### src/rtl/ham_pkg.sv
// Shared types and width helpers for the min/max Hamming distance engine.
// Pure definitions: no logic, no latency, no flow control.
package ham_pkg;

   typedef enum logic [2:0] {
      S_IDLE,
      S_LOAD,
      S_COMPARE,
      S_WR_MIN,
      S_WR_MAX,
      S_DONE
   } state_e;

   function automatic int dw(input int w);
      return $clog2(w + 1);
   endfunction

   function automatic int iw(input int n);
      return (n < 2) ? 1 : $clog2(n);
   endfunction

   function automatic int n_pairs(input int n);
      return n * (n - 1) / 2;
   endfunction

endpackage

### src/rtl/hamming_minmax_engine_popcount.sv
// Combinational population count of a W-bit vector.
// Zero latency; no flow control.
module popcount #(
   parameter  int W  = 16,
   localparam int CW = $clog2(W + 1)
) (
   input  logic [W-1:0]  data_i,
   output logic [CW-1:0] count_o
);

   always_comb begin
      count_o = '0;
      for (int k = 0; k < W; k++) begin
         count_o = count_o + CW'(data_i[k]);
      end
   end

endmodule

### src/rtl/hamming_minmax_engine.sv
// Loads N_WORDS operands byte-wise, scans all pairs for min/max Hamming distance, writes both back.
// Run length N*B + N(N-1)/2 + 3 cycles; start is ignored while busy.
module hamming_minmax_engine
   import ham_pkg::*;
#(
   parameter  int WORD_W    = 16,
   parameter  int N_WORDS   = 32,
   parameter  int ADDR_W    = 8,
   parameter  int OPND_BASE = 0,
   parameter  int MIN_ADDR  = 64,
   parameter  int MAX_ADDR  = 65,
   localparam int DW        = dw(WORD_W),
   localparam int IW        = iw(N_WORDS)
) (
   input  logic              clk,
   input  logic              reset,
   input  logic              start,
   output logic              done,
   output logic              busy,
   output logic [ADDR_W-1:0] mem_addr,
   input  logic [7:0]        mem_rd_data,
   output logic              mem_wr_en,
   output logic [7:0]        mem_wr_data,
   output logic [DW-1:0]     min_dist,
   output logic [DW-1:0]     max_dist,
   output logic [IW-1:0]     min_i,
   output logic [IW-1:0]     min_j,
   output logic [IW-1:0]     max_i,
   output logic [IW-1:0]     max_j
);

   localparam int B  = WORD_W / 8;
   localparam int NP = n_pairs(N_WORDS);
   localparam int PW = $clog2(NP + 1);

   state_e              state_q, state_d;
   logic [WORD_W-1:0]   cache_q [N_WORDS];
   logic [IW-1:0]       ld_word_q;
   logic [3:0]          ld_byte_q;
   logic [IW-1:0]       i_q, j_q, pi_q, pj_q;
   logic [PW-1:0]       pairs_left_q;
   logic                pvld_q;
   logic [DW-1:0]       dist_q, pc_cnt;
   logic [DW-1:0]       min_q, max_q;
   logic [IW-1:0]       min_i_q, min_j_q, max_i_q, max_j_q;
   logic                accept, ld_last, first_pair;
   logic [WORD_W-1:0]   pair_xor;

   assign accept     = start && (state_q == S_IDLE || state_q == S_DONE);
   assign ld_last    = (ld_word_q == IW'(N_WORDS - 1)) && (ld_byte_q == 4'(B - 1));
   assign first_pair = (pi_q == '0) && (pj_q == IW'(1));
   assign pair_xor   = cache_q[i_q] ^ cache_q[j_q];

   popcount #(.W(WORD_W)) u_popcount (
      .data_i  (pair_xor),
      .count_o (pc_cnt)
   );

   always_ff @(posedge clk or posedge reset) begin
      if (reset) state_q <= S_IDLE;
      else       state_q <= state_d;
   end

   always_comb begin
      state_d     = state_q;
      done        = 1'b0;
      busy        = 1'b0;
      mem_addr    = '0;
      mem_wr_en   = 1'b0;
      mem_wr_data = '0;
      case (state_q)
         S_IDLE: if (start) state_d = S_LOAD;
         S_LOAD: begin
            busy     = 1'b1;
            mem_addr = ADDR_W'(OPND_BASE + int'(ld_word_q) * B + int'(ld_byte_q));
            if (ld_last) state_d = S_COMPARE;
         end
         // One extra drain cycle lets the registered last distance reach min/max.
         S_COMPARE: begin
            busy = 1'b1;
            if (pairs_left_q == '0) state_d = S_WR_MIN;
         end
         S_WR_MIN: begin
            busy        = 1'b1;
            mem_wr_en   = 1'b1;
            mem_addr    = ADDR_W'(MIN_ADDR);
            mem_wr_data = 8'(min_q);
            state_d     = S_WR_MAX;
         end
         S_WR_MAX: begin
            busy        = 1'b1;
            mem_wr_en   = 1'b1;
            mem_addr    = ADDR_W'(MAX_ADDR);
            mem_wr_data = 8'(max_q);
            state_d     = S_DONE;
         end
         S_DONE: begin
            done = 1'b1;
            if (start) state_d = S_LOAD;
         end
         default: state_d = S_IDLE;
      endcase
   end

   always_ff @(posedge clk) begin
      if (state_q == S_LOAD) begin
         cache_q[ld_word_q][(B - 1 - int'(ld_byte_q)) * 8 +: 8] <= mem_rd_data;
      end
   end

   always_ff @(posedge clk or posedge reset) begin
      if (reset) begin
         ld_word_q    <= '0;
         ld_byte_q    <= '0;
         i_q          <= '0;
         j_q          <= '0;
         pi_q         <= '0;
         pj_q         <= '0;
         pairs_left_q <= '0;
         pvld_q       <= 1'b0;
         dist_q       <= '0;
         min_q        <= DW'(WORD_W);
         max_q        <= '0;
         min_i_q      <= '0;
         min_j_q      <= '0;
         max_i_q      <= '0;
         max_j_q      <= '0;
      end else begin
         pvld_q <= (state_q == S_COMPARE) && (pairs_left_q != '0);
         if (accept) begin
            ld_word_q    <= '0;
            ld_byte_q    <= '0;
            i_q          <= '0;
            j_q          <= IW'(1);
            pairs_left_q <= PW'(NP);
            min_q        <= DW'(WORD_W);
            max_q        <= '0;
            min_i_q      <= '0;
            min_j_q      <= '0;
            max_i_q      <= '0;
            max_j_q      <= '0;
         end
         if (state_q == S_LOAD) begin
            if (ld_byte_q == 4'(B - 1)) begin
               ld_byte_q <= '0;
               ld_word_q <= ld_word_q + IW'(1);
            end else begin
               ld_byte_q <= ld_byte_q + 4'd1;
            end
         end
         if (state_q == S_COMPARE && pairs_left_q != '0) begin
            dist_q       <= pc_cnt;
            pi_q         <= i_q;
            pj_q         <= j_q;
            pairs_left_q <= pairs_left_q - PW'(1);
            if (j_q == IW'(N_WORDS - 1)) begin
               i_q <= i_q + IW'(1);
               j_q <= i_q + IW'(2);
            end else begin
               j_q <= j_q + IW'(1);
            end
         end
         // Strict compares keep the lexicographically earliest pair on ties.
         if (pvld_q) begin
            if (first_pair || dist_q < min_q) begin
               min_q   <= dist_q;
               min_i_q <= pi_q;
               min_j_q <= pj_q;
            end
            if (first_pair || dist_q > max_q) begin
               max_q   <= dist_q;
               max_i_q <= pi_q;
               max_j_q <= pj_q;
            end
         end
      end
   end

   assign min_dist = min_q;
   assign max_dist = max_q;
   assign min_i    = min_i_q;
   assign min_j    = min_j_q;
   assign max_i    = max_i_q;
   assign max_j    = max_j_q;

endmodule

### config.mk
export PLATFORM = sky130hd
export DESIGN_NAME = hamming_minmax_engine
export DESIGN_NICKNAME = d
export VERILOG_FILES = /design/src/rtl/ham_pkg.sv /design/src/rtl/hamming_minmax_engine_popcount.sv /design/src/rtl/hamming_minmax_engine.sv
export SDC_FILE = /design/constraint.sdc
export NUM_CORES = 1
export LEC_CHECK = 0
export ABC_AREA = 1
export ABC_CLOCK_PERIOD_IN_PS = 6900
export BUFFER_PORTS_ARGS = -buffer_cell sky130_fd_sc_hd__buf_4
export CORE_AREA = 5 5 334 336
export DETAILED_ROUTE_END_ITERATION = 10
export DIE_AREA = 0 0 339 341
export PLACE_DENSITY_LB_ADDON = 0.12
export SKIP_LAST_GASP = 1
export SLEW_MARGIN = 20
export SYNTH_ARGS = -nofsm -noshare
export SYNTH_HDL_FRONTEND = slang
export SYNTH_SLANG_ARGS = --single-unit
### constraint.sdc
create_clock -name clk -period 6.9 [get_ports clk]
set_input_delay 0.345 -clock clk [delete_from_list [all_inputs] [get_ports clk]]
set_output_delay 0.345 -clock clk [all_outputs]
set_load 0.05 [all_outputs]
==> impl_metrics.prom, run 1 <==
# TYPE chip_impl_metric gauge
chip_impl_info{name="critPathLaunchType",value="flop"} 1
chip_impl_metric{name="fp.dieW",unit="um"} 339
chip_impl_metric{name="synthArstFlopShare",unit="%"} 13.1
chip_impl_metric{name="tightest_slew_margin_relative_to_the_limit",unit="%"} 26.7
chip_impl_metric{name="grt_util_met1",unit="%"} 27.7
chip_impl_metric{name="drive_gt1_share",unit="%"} 7.38
chip_impl_info{name="cp-startpoint",value="i_q[0]"} 1
chip_impl_metric{name="h-tree-depth",unit=""} 3
chip_impl_metric{name="register_area",unit="sq um"} 17300
chip_impl_metric{name="cap_viol_max_count",unit=""} 0
chip_impl_metric{name="design_power_total",unit="mW"} 14.6
chip_impl_metric{name="clkSinkCount",unit=""} 589
chip_impl_metric{name="first_global_vias",unit=""} 25300
chip_impl_metric{name="setup_viol",unit=""} 0
chip_impl_metric{name="final.setup.worst_slack",unit="ps"} 999
chip_impl_metric{name="clock_latency_on_the_worst_skew_pair",unit="ps"} 640
chip_impl_info{name="critPathCapture",value="dist_q[2]"} 1
chip_impl_metric{name="die_area",unit="sq um"} 116000
chip_impl_metric{name="final_max_slew_viol_count",unit=""} 0
chip_impl_metric{name="port-buffer-count",unit=""} 55
chip_impl_metric{name="via_count",unit=""} 26800
chip_impl_metric{name="synth.yosys.warnings",unit=""} 0
chip_impl_metric{name="fin_crit",unit="ps"} 5900
chip_impl_metric{name="detailedRoute.firstPassIterationCount",unit=""} 6
chip_impl_metric{name="global_route.usage.total",unit="%"} 19.6
chip_impl_metric{name="finalNonFillerCells",unit=""} 5468
chip_impl_metric{name="clock_tree.buffer_depth",unit=""} 3
chip_impl_metric{name="met3_usage",unit="%"} 3.07
chip_impl_metric{name="crit_required",unit="ps"} 7400
chip_impl_metric{name="cts_setup_buffers",unit=""} 0
chip_impl_metric{name="weighted_congestion_reported_at_the_end_of_routability_driven_placement",unit=""} 0.806
chip_impl_metric{name="area_delta_synth_final",unit="%"} 13.3
chip_impl_metric{name="vdd_ir_drop_max",unit="mV"} 0.862
chip_impl_metric{name="post_drt_wl_per_cell",unit="um"} 21.3
chip_impl_metric{name="syn_area_per_cell",unit="sq um"} 7.99
chip_impl_metric{name="cts.reportedPaths.clkPinSlew",unit="ps"} 60
chip_impl_info{name="synth_flop_cell",value="edfxtp_1"} 1
chip_impl_metric{name="totalNegativeSetupSlack",unit="ps"} 0
chip_impl_metric{name="finalCritPeriodShare",unit="%"} 85.5
chip_impl_metric{name="setup.reg_to_reg.worst_slack",unit="ps"} 1000
chip_impl_info{name="ctsRootBufferMaster",value="clkbuf_16"} 1
chip_impl_metric{name="finalHoldViolations",unit=""} 0
chip_impl_metric{name="global_route_wire_length_before_repair",unit="um"} 172000
chip_impl_metric{name="largest_net_degree_at_the_start_of_global_routing",unit=""} 132
chip_impl_metric{name="arrival",unit="ps"} 6400
chip_impl_metric{name="rr_worst_depth",unit=""} 23
chip_impl_info{name="critical_path.most_common_cell",value="nand2_1"} 1
chip_impl_metric{name="remaining_drc_errors",unit=""} 0
chip_impl_metric{name="routed_wl",unit="um"} 116000
chip_impl_info{name="top_register",value="cache_q"} 1
chip_impl_metric{name="timing.critical_path.fanout_max",unit=""} 83
chip_impl_info{name="r2r-start",value="i_q[0]"} 1
chip_impl_metric{name="initial_core_util",unit="%"} 29.7
chip_impl_metric{name="largest_reg_flops",unit=""} 512
chip_impl_metric{name="cp_num_buf_inv",unit=""} 3
chip_impl_metric{name="drt.antenna.violating_nets",unit=""} 0
chip_impl_metric{name="final_net_count",unit=""} 4057
chip_impl_metric{name="rows",unit=""} 121
chip_impl_info{name="top_usage_layer_grt",value="met2"} 1
chip_impl_metric{name="tritoncts.num_buffers",unit=""} 71
chip_impl_metric{name="boundaryPins",unit=""} 60
chip_impl_metric{name="top_achievable_clock_speed",unit="GHz"} 0.169
chip_impl_metric{name="cts-resized-gates",unit=""} 0
chip_impl_info{name="timing.critical_path.max_delay_family",value="adder cells"} 1
chip_impl_metric{name="hold_buffers",unit=""} 1
chip_impl_metric{name="critPathMaxStageDelay",unit="ps"} 520
chip_impl_info{name="unrepaired_setup_endpoints_after_global_routing",value="no"} 1
chip_impl_metric{name="place_worst_setup_slack",unit="ps"} 1000
chip_impl_metric{name="coreArea",unit="sq um"} 108000
chip_impl_metric{name="critical_path_cell_count",unit=""} 23
chip_impl_metric{name="distinct_cell_type_count_of_the_synthesized_netlist",unit=""} 40
chip_impl_metric{name="viasPerCell",unit=""} 4.90
chip_impl_metric{name="post_synth_inst_count",unit=""} 4026
chip_impl_metric{name="dp.final_hpwl",unit="um"} 73900
chip_impl_metric{name="synth_edf_count",unit=""} 512
chip_impl_info{name="worst_path_slowest_cell",value="fa_1"} 1
chip_impl_metric{name="globalRoute.totalOverflow",unit=""} 0
chip_impl_metric{name="antenna-diode-count",unit=""} 0
chip_impl_metric{name="drtIter0Drc",unit=""} 2341
chip_impl_info{name="cts_tree",value="done"} 1
chip_impl_metric{name="mappedNetlistArea",unit="sq um"} 32200
chip_impl_metric{name="met2_track_usage_gr",unit="%"} 31.8
chip_impl_metric{name="power.leakage",unit="nW"} 15.7
chip_impl_info{name="setup.worst_path.class",value="flop to flop"} 1
chip_impl_metric{name="final_core_util",unit="%"} 33.7
chip_impl_info{name="reg_top3",value="cache_q (512), pairs_left_q (9)"} 1
chip_impl_metric{name="multiInputGateArea",unit="sq um"} 12700
chip_impl_metric{name="finalClockSkew",unit="ps"} 30.3
chip_impl_metric{name="die_height",unit="um"} 341
chip_impl_metric{name="synth-seq-area-share",unit="%"} 53.8
chip_impl_info{name="min_delay_worst_type",value="input pin to asynchronous set/reset pin"} 1
chip_impl_metric{name="nFillCells",unit=""} 11300
chip_impl_metric{name="dp.cells",unit=""} 5337
chip_impl_metric{name="tightest_slew",unit="ps"} 1100
chip_impl_metric{name="initial_antenna_violation_count",unit=""} 3
chip_impl_info{name="setup.worst_path.end_class",value="flop"} 1
chip_impl_metric{name="power_density",unit="nW/um^2"} 399
chip_impl_info{name="critical_path.reg2reg.endpoint",value="dist_q[2]"} 1
chip_impl_info{name="cp_cell_sequence",value="buf_12, buf_4, nand2_1, nand2_1, nand2_1, nand2_1, nand2_1, nand2_1, inv_1, nand2_1, nand2_1, nand3_1, nand2_1, ha_1, fa_1, fa_1, fa_1, fa_1, fa_1, fa_1, or2_2, nand3_1, o21ai_1"} 1
chip_impl_metric{name="number_of_synthesized_register_bits",unit=""} 589
chip_impl_info{name="outcome",value="complete, no violations"} 1
## metrics by stage
| stage | cell area [sq um] | hold WS (ps) |
|---|---|---|
| 6_report | 36500 | 162 |
| 5_1_grt | 36500 | 156 |
| 4_1_cts | 36500 | 120 |
| 3_5_place_dp | 34100 | 231 |
| 3_3_place_gp | 34100 | 234 |
| 2_1_floorplan | 32200 | 455 |
## where the power goes
group / total (mW) / internal (mW) / switching [mW]
logic: 6.29 / 1.89 / 4.40
clock network: 3.83 / 2.26 / 1.57
registers: 4.44 / 4.27 / 0.171
## worst register-to-register path, delay by kind of cell (launching register included)
family,cells,cell delay [ps]
flip-flops,1,480
buffers and inverters,3,860
adder cells (fa/ha/maj),7,3290
AO/OA/AOI/OAI,1,80
AND/OR/NAND/NOR,12,1100
## metal layers
| metal | wire length, um | vias to the layer above |
|---|---|---|
| li1 | - | 13000 |
| met1 | 53900 | 12800 |
| met2 | 53300 | 808 |
| met3 | 6920 | 127 |
| met4 | 2400 | 0 |
| met5 | 0 | - |
## cells by family after synthesis
logic type / after synthesis / share of synthesized area, %
buf+inv: 529 / 7.13
flops: 589 / 53.8
simple gates: 2716 / 34.5
xor+xnor: 10 / 0.272
compound gates: 132 / 2.17
fa+ha+maj: 49 / 2.16
other cells: 1 / 0.0117
## Yosys cell counts, drive strengths merged, types with 11 or more instances
library cell	n	area, sq um
a21oi	24	120
buf	192	1030
clkbuf	56	210
dfrtp	76	1900
edfxtp	512	15400
fa	11	220
ha	38	475
inv	280	1050
nand2	1772	6660
nand3	657	3290
nor2	255	967
nor3	14	75.1
o21ai	86	430
o22ai	15	93.8
## final cells by class
class                   count  area share [%]
repair buffers            143            3.48
clock buffers              93            5.44
flip-flops and latches    589            47.5
clock inverters            37            1.01
inverters                 281            2.96
multi-input cells        2911            34.8
well taps                1414            4.85
## how the worst min path moves through the flow
stage / endpoint / slack (ps) / startpoint
after CTS: state_q[2] / 120 / reset
after detailed placement: state_q[0] / 230 / reset
after global placement: state_q[2] / 230 / reset
after global routing: state_q[0] / 160 / reset
after floorplan: pairs_left_q[8] / 450 / pairs_left_q[8]
final: state_q[0] / 160 / reset
## cell usage in the layout (no fill, tap or decap), types with 5 or more instances in the layout
| cell type | Yosys | layout |
|---|---|---|
| nand4_1 | 8 | 8 |
| nor4_1 | 5 | 5 |
| bufinv_16 | 0 | 6 |
| inv_2 | 9 | 8 |
| nand2_1 | 1770 | 1768 |
| fa_1 | 11 | 11 |
| buf_12 | 0 | 15 |
| nor2_1 | 253 | 243 |
| dfrtp_1 | 76 | 70 |
| o21ai_1 | 5 | 5 |
| buf_4 | 38 | 126 |
| o22ai_1 | 15 | 15 |
| nor2_2 | 1 | 10 |
| clkinv_1 | 1 | 9 |
| nor3_1 | 13 | 5 |
| a21oi_1 | 24 | 24 |
| edfxtp_1 | 512 | 512 |
| clkbuf_1 | 56 | 14 |
| ha_1 | 38 | 38 |
| nor3_2 | 1 | 9 |
| o21ai_0 | 81 | 81 |
| clkbuf_16 | 0 | 75 |
| nand3_1 | 656 | 656 |
| xor2_1 | 8 | 8 |
| clkinv_2 | 0 | 13 |
| inv_6 | 0 | 5 |
| inv_1 | 271 | 266 |
No activity file was read; power rests on OpenSTA's default activity.
==> run 2: changes to the inputs <==
--- a/config.mk
+++ b/config.mk
@@ -5,12 +5,11 @@
 export SDC_FILE = /design/constraint.sdc
 export NUM_CORES = 1
 export LEC_CHECK = 0
-export ABC_AREA = 1
 export ABC_CLOCK_PERIOD_IN_PS = 6900
 export BUFFER_PORTS_ARGS = -buffer_cell sky130_fd_sc_hd__buf_4
-export CORE_AREA = 5 5 334 336
+export CORE_AREA = 5 5 317 319
 export DETAILED_ROUTE_END_ITERATION = 10
-export DIE_AREA = 0 0 339 341
+export DIE_AREA = 0 0 322 324
 export PLACE_DENSITY_LB_ADDON = 0.12
 export SKIP_LAST_GASP = 1
 export SLEW_MARGIN = 20
==> run 2 against run 1 <==
Against the previous run: die area down 9.8%; utilization up 0.69 points; clock skew down 3.4 ps; clock-buffer cell count down 2; non-clock buffer count up 29; cell count down 41%; routed wire length down 16%; sequential share of layout area up 4.2 points; maximum frequency down 6.5%.
==> impl_metrics.prom, run 2 <==
# TYPE chip_impl_metric gauge
chip_impl_metric{name="globalRoute.totalOverflow",unit=""} 0
chip_impl_metric{name="share_comb_of_total_power",unit="%"} 22.8
chip_impl_metric{name="power_density",unit="nW/um^2"} 306
chip_impl_metric{name="totalNegativeSetupSlack",unit="ps"} 0
chip_impl_metric{name="power.leakage",unit="nW"} 11.5
chip_impl_metric{name="post_drt_wl_per_cell",unit="um"} 30.2
chip_impl_metric{name="fin_crit",unit="ps"} 6310
chip_impl_metric{name="cap_viol_max_count",unit=""} 0
chip_impl_info{name="post-synth-top-count-cell",value="edfxtp_1"} 1
chip_impl_metric{name="synth-seq-area-share",unit="%"} 60.0
chip_impl_metric{name="syn_area_per_cell",unit="sq um"} 16.3
chip_impl_metric{name="die_height",unit="um"} 324
chip_impl_metric{name="clock_latency_on_the_worst_skew_pair",unit="ps"} 630
chip_impl_info{name="cts_tree",value="done"} 1
chip_impl_metric{name="finalClockSkew",unit="ps"} 26.9
chip_impl_metric{name="global_route.usage.total",unit="%"} 18.6
chip_impl_metric{name="h-tree-depth",unit=""} 3
chip_impl_metric{name="tightest_slew_margin_relative_to_the_limit",unit="%"} 27.7
chip_impl_metric{name="detailedRoute.firstPassIterationCount",unit=""} 7
chip_impl_metric{name="first_global_vias",unit=""} 18200
chip_impl_metric{name="vdd_ir_drop_max",unit="mV"} 0.201
chip_impl_info{name="synth_flop_cell",value="edfxtp_1"} 1
chip_impl_metric{name="p_seq_share",unit="%"} 41.4
chip_impl_metric{name="initial_core_util",unit="%"} 29.6
chip_impl_metric{name="power_frac_clock",unit="%"} 35.8
chip_impl_info{name="synth_largest_area_cell",value="edfxtp_1"} 1
chip_impl_metric{name="rows",unit=""} 115
chip_impl_info{name="setup.worst_path.end_class",value="flop"} 1
chip_impl_metric{name="area_delta_synth_final",unit="%"} 16.2
chip_impl_metric{name="arrival",unit="ps"} 6760
chip_impl_metric{name="holdPathStages",unit=""} 3
chip_impl_info{name="unrepaired_setup_endpoints_after_global_routing",value="no"} 1
chip_impl_metric{name="detailroute.wirelength.met3",unit="um"} 3950
chip_impl_metric{name="largest_reg_flops",unit=""} 512
chip_impl_metric{name="global_route_wire_length_before_repair",unit="um"} 139000
chip_impl_info{name="synthTopCellsByCount",value="edfxtp_1, mux4_2, mux2i_1"} 1
chip_impl_metric{name="largest_net_degree_at_the_start_of_global_routing",unit=""} 78
chip_impl_info{name="source_of_the_worst_hold_timing_path",value="start"} 1
chip_impl_metric{name="switching_share",unit="%"} 30.1
chip_impl_metric{name="via_count",unit=""} 17400
chip_impl_info{name="top_register",value="cache_q"} 1
chip_impl_metric{name="critPathMaxStageDelay",unit="ps"} 750
chip_impl_metric{name="mappedNetlistArea",unit="sq um"} 28900
chip_impl_info{name="critPathLaunchType",value="flop"} 1
chip_impl_metric{name="synth.yosys.warnings",unit=""} 0
chip_impl_info{name="mostFrequentLayoutCell",value="edfxtp_1"} 1
chip_impl_metric{name="setup.reg_to_reg.worst_slack",unit="ps"} 590
chip_impl_metric{name="rr_worst_depth",unit=""} 16
chip_impl_info{name="layout_common_cells",value="edfxtp_1, mux4_2, buf_4"} 1
chip_impl_metric{name="hold_buffers",unit=""} 0
chip_impl_metric{name="synth_edf_count",unit=""} 512
chip_impl_info{name="min_delay_worst_type",value="input pin to flop"} 1
chip_impl_info{name="setup.worst_path.class",value="flop to flop"} 1
chip_impl_metric{name="weighted_congestion_reported_at_the_end_of_routability_driven_placement",unit=""} 0.859
chip_impl_metric{name="number_of_synthesized_register_bits",unit=""} 589
chip_impl_metric{name="distinct_cell_type_count_of_the_synthesized_netlist",unit=""} 63
chip_impl_metric{name="timing.critical_path.fanout_max",unit=""} 31
chip_impl_metric{name="power_switching",unit="mW"} 3.09
chip_impl_metric{name="crit_required",unit="ps"} 7350
chip_impl_metric{name="synthArstFlopShare",unit="%"} 13.1
chip_impl_metric{name="p_int",unit="mW"} 7.18
chip_impl_info{name="highest-signal-layer",value="met4"} 1
chip_impl_metric{name="drt.antenna.violating_nets",unit=""} 0
chip_impl_metric{name="cts.reportedPaths.clkPinSlew",unit="ps"} 60
chip_impl_metric{name="dp.final_hpwl",unit="um"} 66600
chip_impl_metric{name="fp.dieW",unit="um"} 322
chip_impl_metric{name="routed_wl",unit="um"} 97700
chip_impl_metric{name="drtIter0Drc",unit=""} 1653
chip_impl_info{name="critical_path.reg2reg.endpoint",value="dist_q[4]"} 1
chip_impl_metric{name="clock_tree.buffer_depth",unit=""} 3
chip_impl_metric{name="final_net_count",unit=""} 1951
chip_impl_metric{name="post_synth_inst_count",unit=""} 1766
chip_impl_metric{name="tightest_slew",unit="ps"} 1080
chip_impl_metric{name="port-buffer-count",unit=""} 55
chip_impl_metric{name="die_area",unit="sq um"} 104000
chip_impl_metric{name="finalHoldViolations",unit=""} 0
chip_impl_metric{name="top_achievable_clock_speed",unit="GHz"} 0.158
chip_impl_info{name="cp_cell_sequence",value="buf_12, mux4_2, mux2i_1, o22ai_1, nor2_1, xnor2_1, ha_1, fa_1, fa_1, fa_1, fa_1, fa_1, fa_1, a21o_1, nand3_1, o21ai_0"} 1
chip_impl_metric{name="drive_gt1_share",unit="%"} 27.6
chip_impl_metric{name="synth_top_area_share",unit="%"} 53.3
chip_impl_info{name="cp-startpoint",value="j_q[1]"} 1
chip_impl_info{name="critical_path.most_common_cell",value="fa_1"} 1
chip_impl_info{name="critPathCapture",value="dist_q[4]"} 1
chip_impl_metric{name="wirelength_met1",unit="um"} 41600
chip_impl_info{name="r2r-start",value="j_q[1]"} 1
chip_impl_info{name="outcome",value="complete, no violations"} 1
chip_impl_info{name="synth.area.top_cells",value="edfxtp_1, mux4_2, dfrtp_1"} 1
chip_impl_metric{name="boundaryPins",unit=""} 60
chip_impl_info{name="worst_path_slowest_cell",value="dfrtp_4"} 1
chip_impl_metric{name="remaining_drc_errors",unit=""} 0
chip_impl_metric{name="cts-resized-gates",unit=""} 0
chip_impl_metric{name="finalCritPeriodShare",unit="%"} 91.5
chip_impl_info{name="reg_top3",value="cache_q (512), pairs_left_q (9)"} 1
chip_impl_metric{name="coreArea",unit="sq um"} 97600
chip_impl_metric{name="cts_setup_buffers",unit=""} 0
chip_impl_metric{name="final_max_slew_viol_count",unit=""} 0
chip_impl_metric{name="viasPerCell",unit=""} 5.38
chip_impl_info{name="ctsRootBufferMaster",value="clkbuf_16"} 1
chip_impl_metric{name="met2_wirelength",unit="um"} 49100
chip_impl_metric{name="clkSinkCount",unit=""} 589
chip_impl_metric{name="setup_viol",unit=""} 0
chip_impl_metric{name="tritoncts.num_buffers",unit=""} 70
chip_impl_metric{name="final_core_util",unit="%"} 34.4
chip_impl_metric{name="initial_antenna_violation_count",unit=""} 0
[run 2: cell families after synthesis]
family,share of synthesized area (%)
flops,60.0
mux,23.6
simple gates,5.43
compound gates,4.87
buf+inv,2.81
fa+ha+maj,2.41
xor+xnor,0.850
other cells,0.0130
[run 2: through the flow]
stage | power, mW | setup slack (ps) | instances | area [sq um] | hold WS, ps
after detailed placement | 6.71 | 599 | 3105 | 31300 | 484
after global routing | 10.7 | 297 | 3231 | 33500 | 49.7
after global placement | 6.70 | 601 | 3105 | 31300 | 473
final | 10.3 | 587 | 3232 | 33500 | 69.5
after floorplan | 5.83 | 1360 | 1769 | 28900 | 460
after CTS | 10.4 | 569 | 3230 | 33500 | 28.1
[run 2: layout make-up]
type                    instances  area (sq um)
well taps                    1287          1610
clock buffers                  91          1940
fillers                      9355         64000
multi-input cells            1018         10800
diodes                          1          2.50
inverters                      40           151
repair buffers                172          1400
clock inverters                34           302
flip-flops and latches        589         17300
[run 2: worst min-delay path by stage]
stage | end | slack, ps
6_report | state_q[2] | 70
5_1_grt | state_q[2] | 50
2_1_floorplan | pairs_left_q[3] | 460
3_5_place_dp | pairs_left_q[8] | 480
3_3_place_gp | pairs_left_q[8] | 470
4_1_cts | state_q[2] | 30
[run 2: per-layer routing]
layer	GRT usage (%)	up-vias
met4	5.78	0
met3	2.24	132
met2	32.1	534
met5	0	-
met1	24.8	9349
li1	-	7371
[run 2: power groups by stage]
stage | Combinational [mW] | Sequential (mW) | Clock (mW)
CTS | 2.39 | 4.25 | 3.75
detailed placement | 2.38 | 4.33 | 0
floorplan | 1.55 | 4.28 | 0
global route | 2.56 | 4.26 | 3.91
finish | 2.35 | 4.25 | 3.68
global placement | 2.37 | 4.33 | 0
[run 2: worst max-delay path: cells and delay by family (launching register included)]
family / cells / cell delay (ps)
AOI/OAI and AO/OA: 3 / 410
buffers and inverters: 1 / 310
xor gates and xnor gates: 1 / 160
adders and majority gates: 7 / 3470
DFF: 1 / 750
muxes: 2 / 790
and+or+nand+nor: 2 / 210
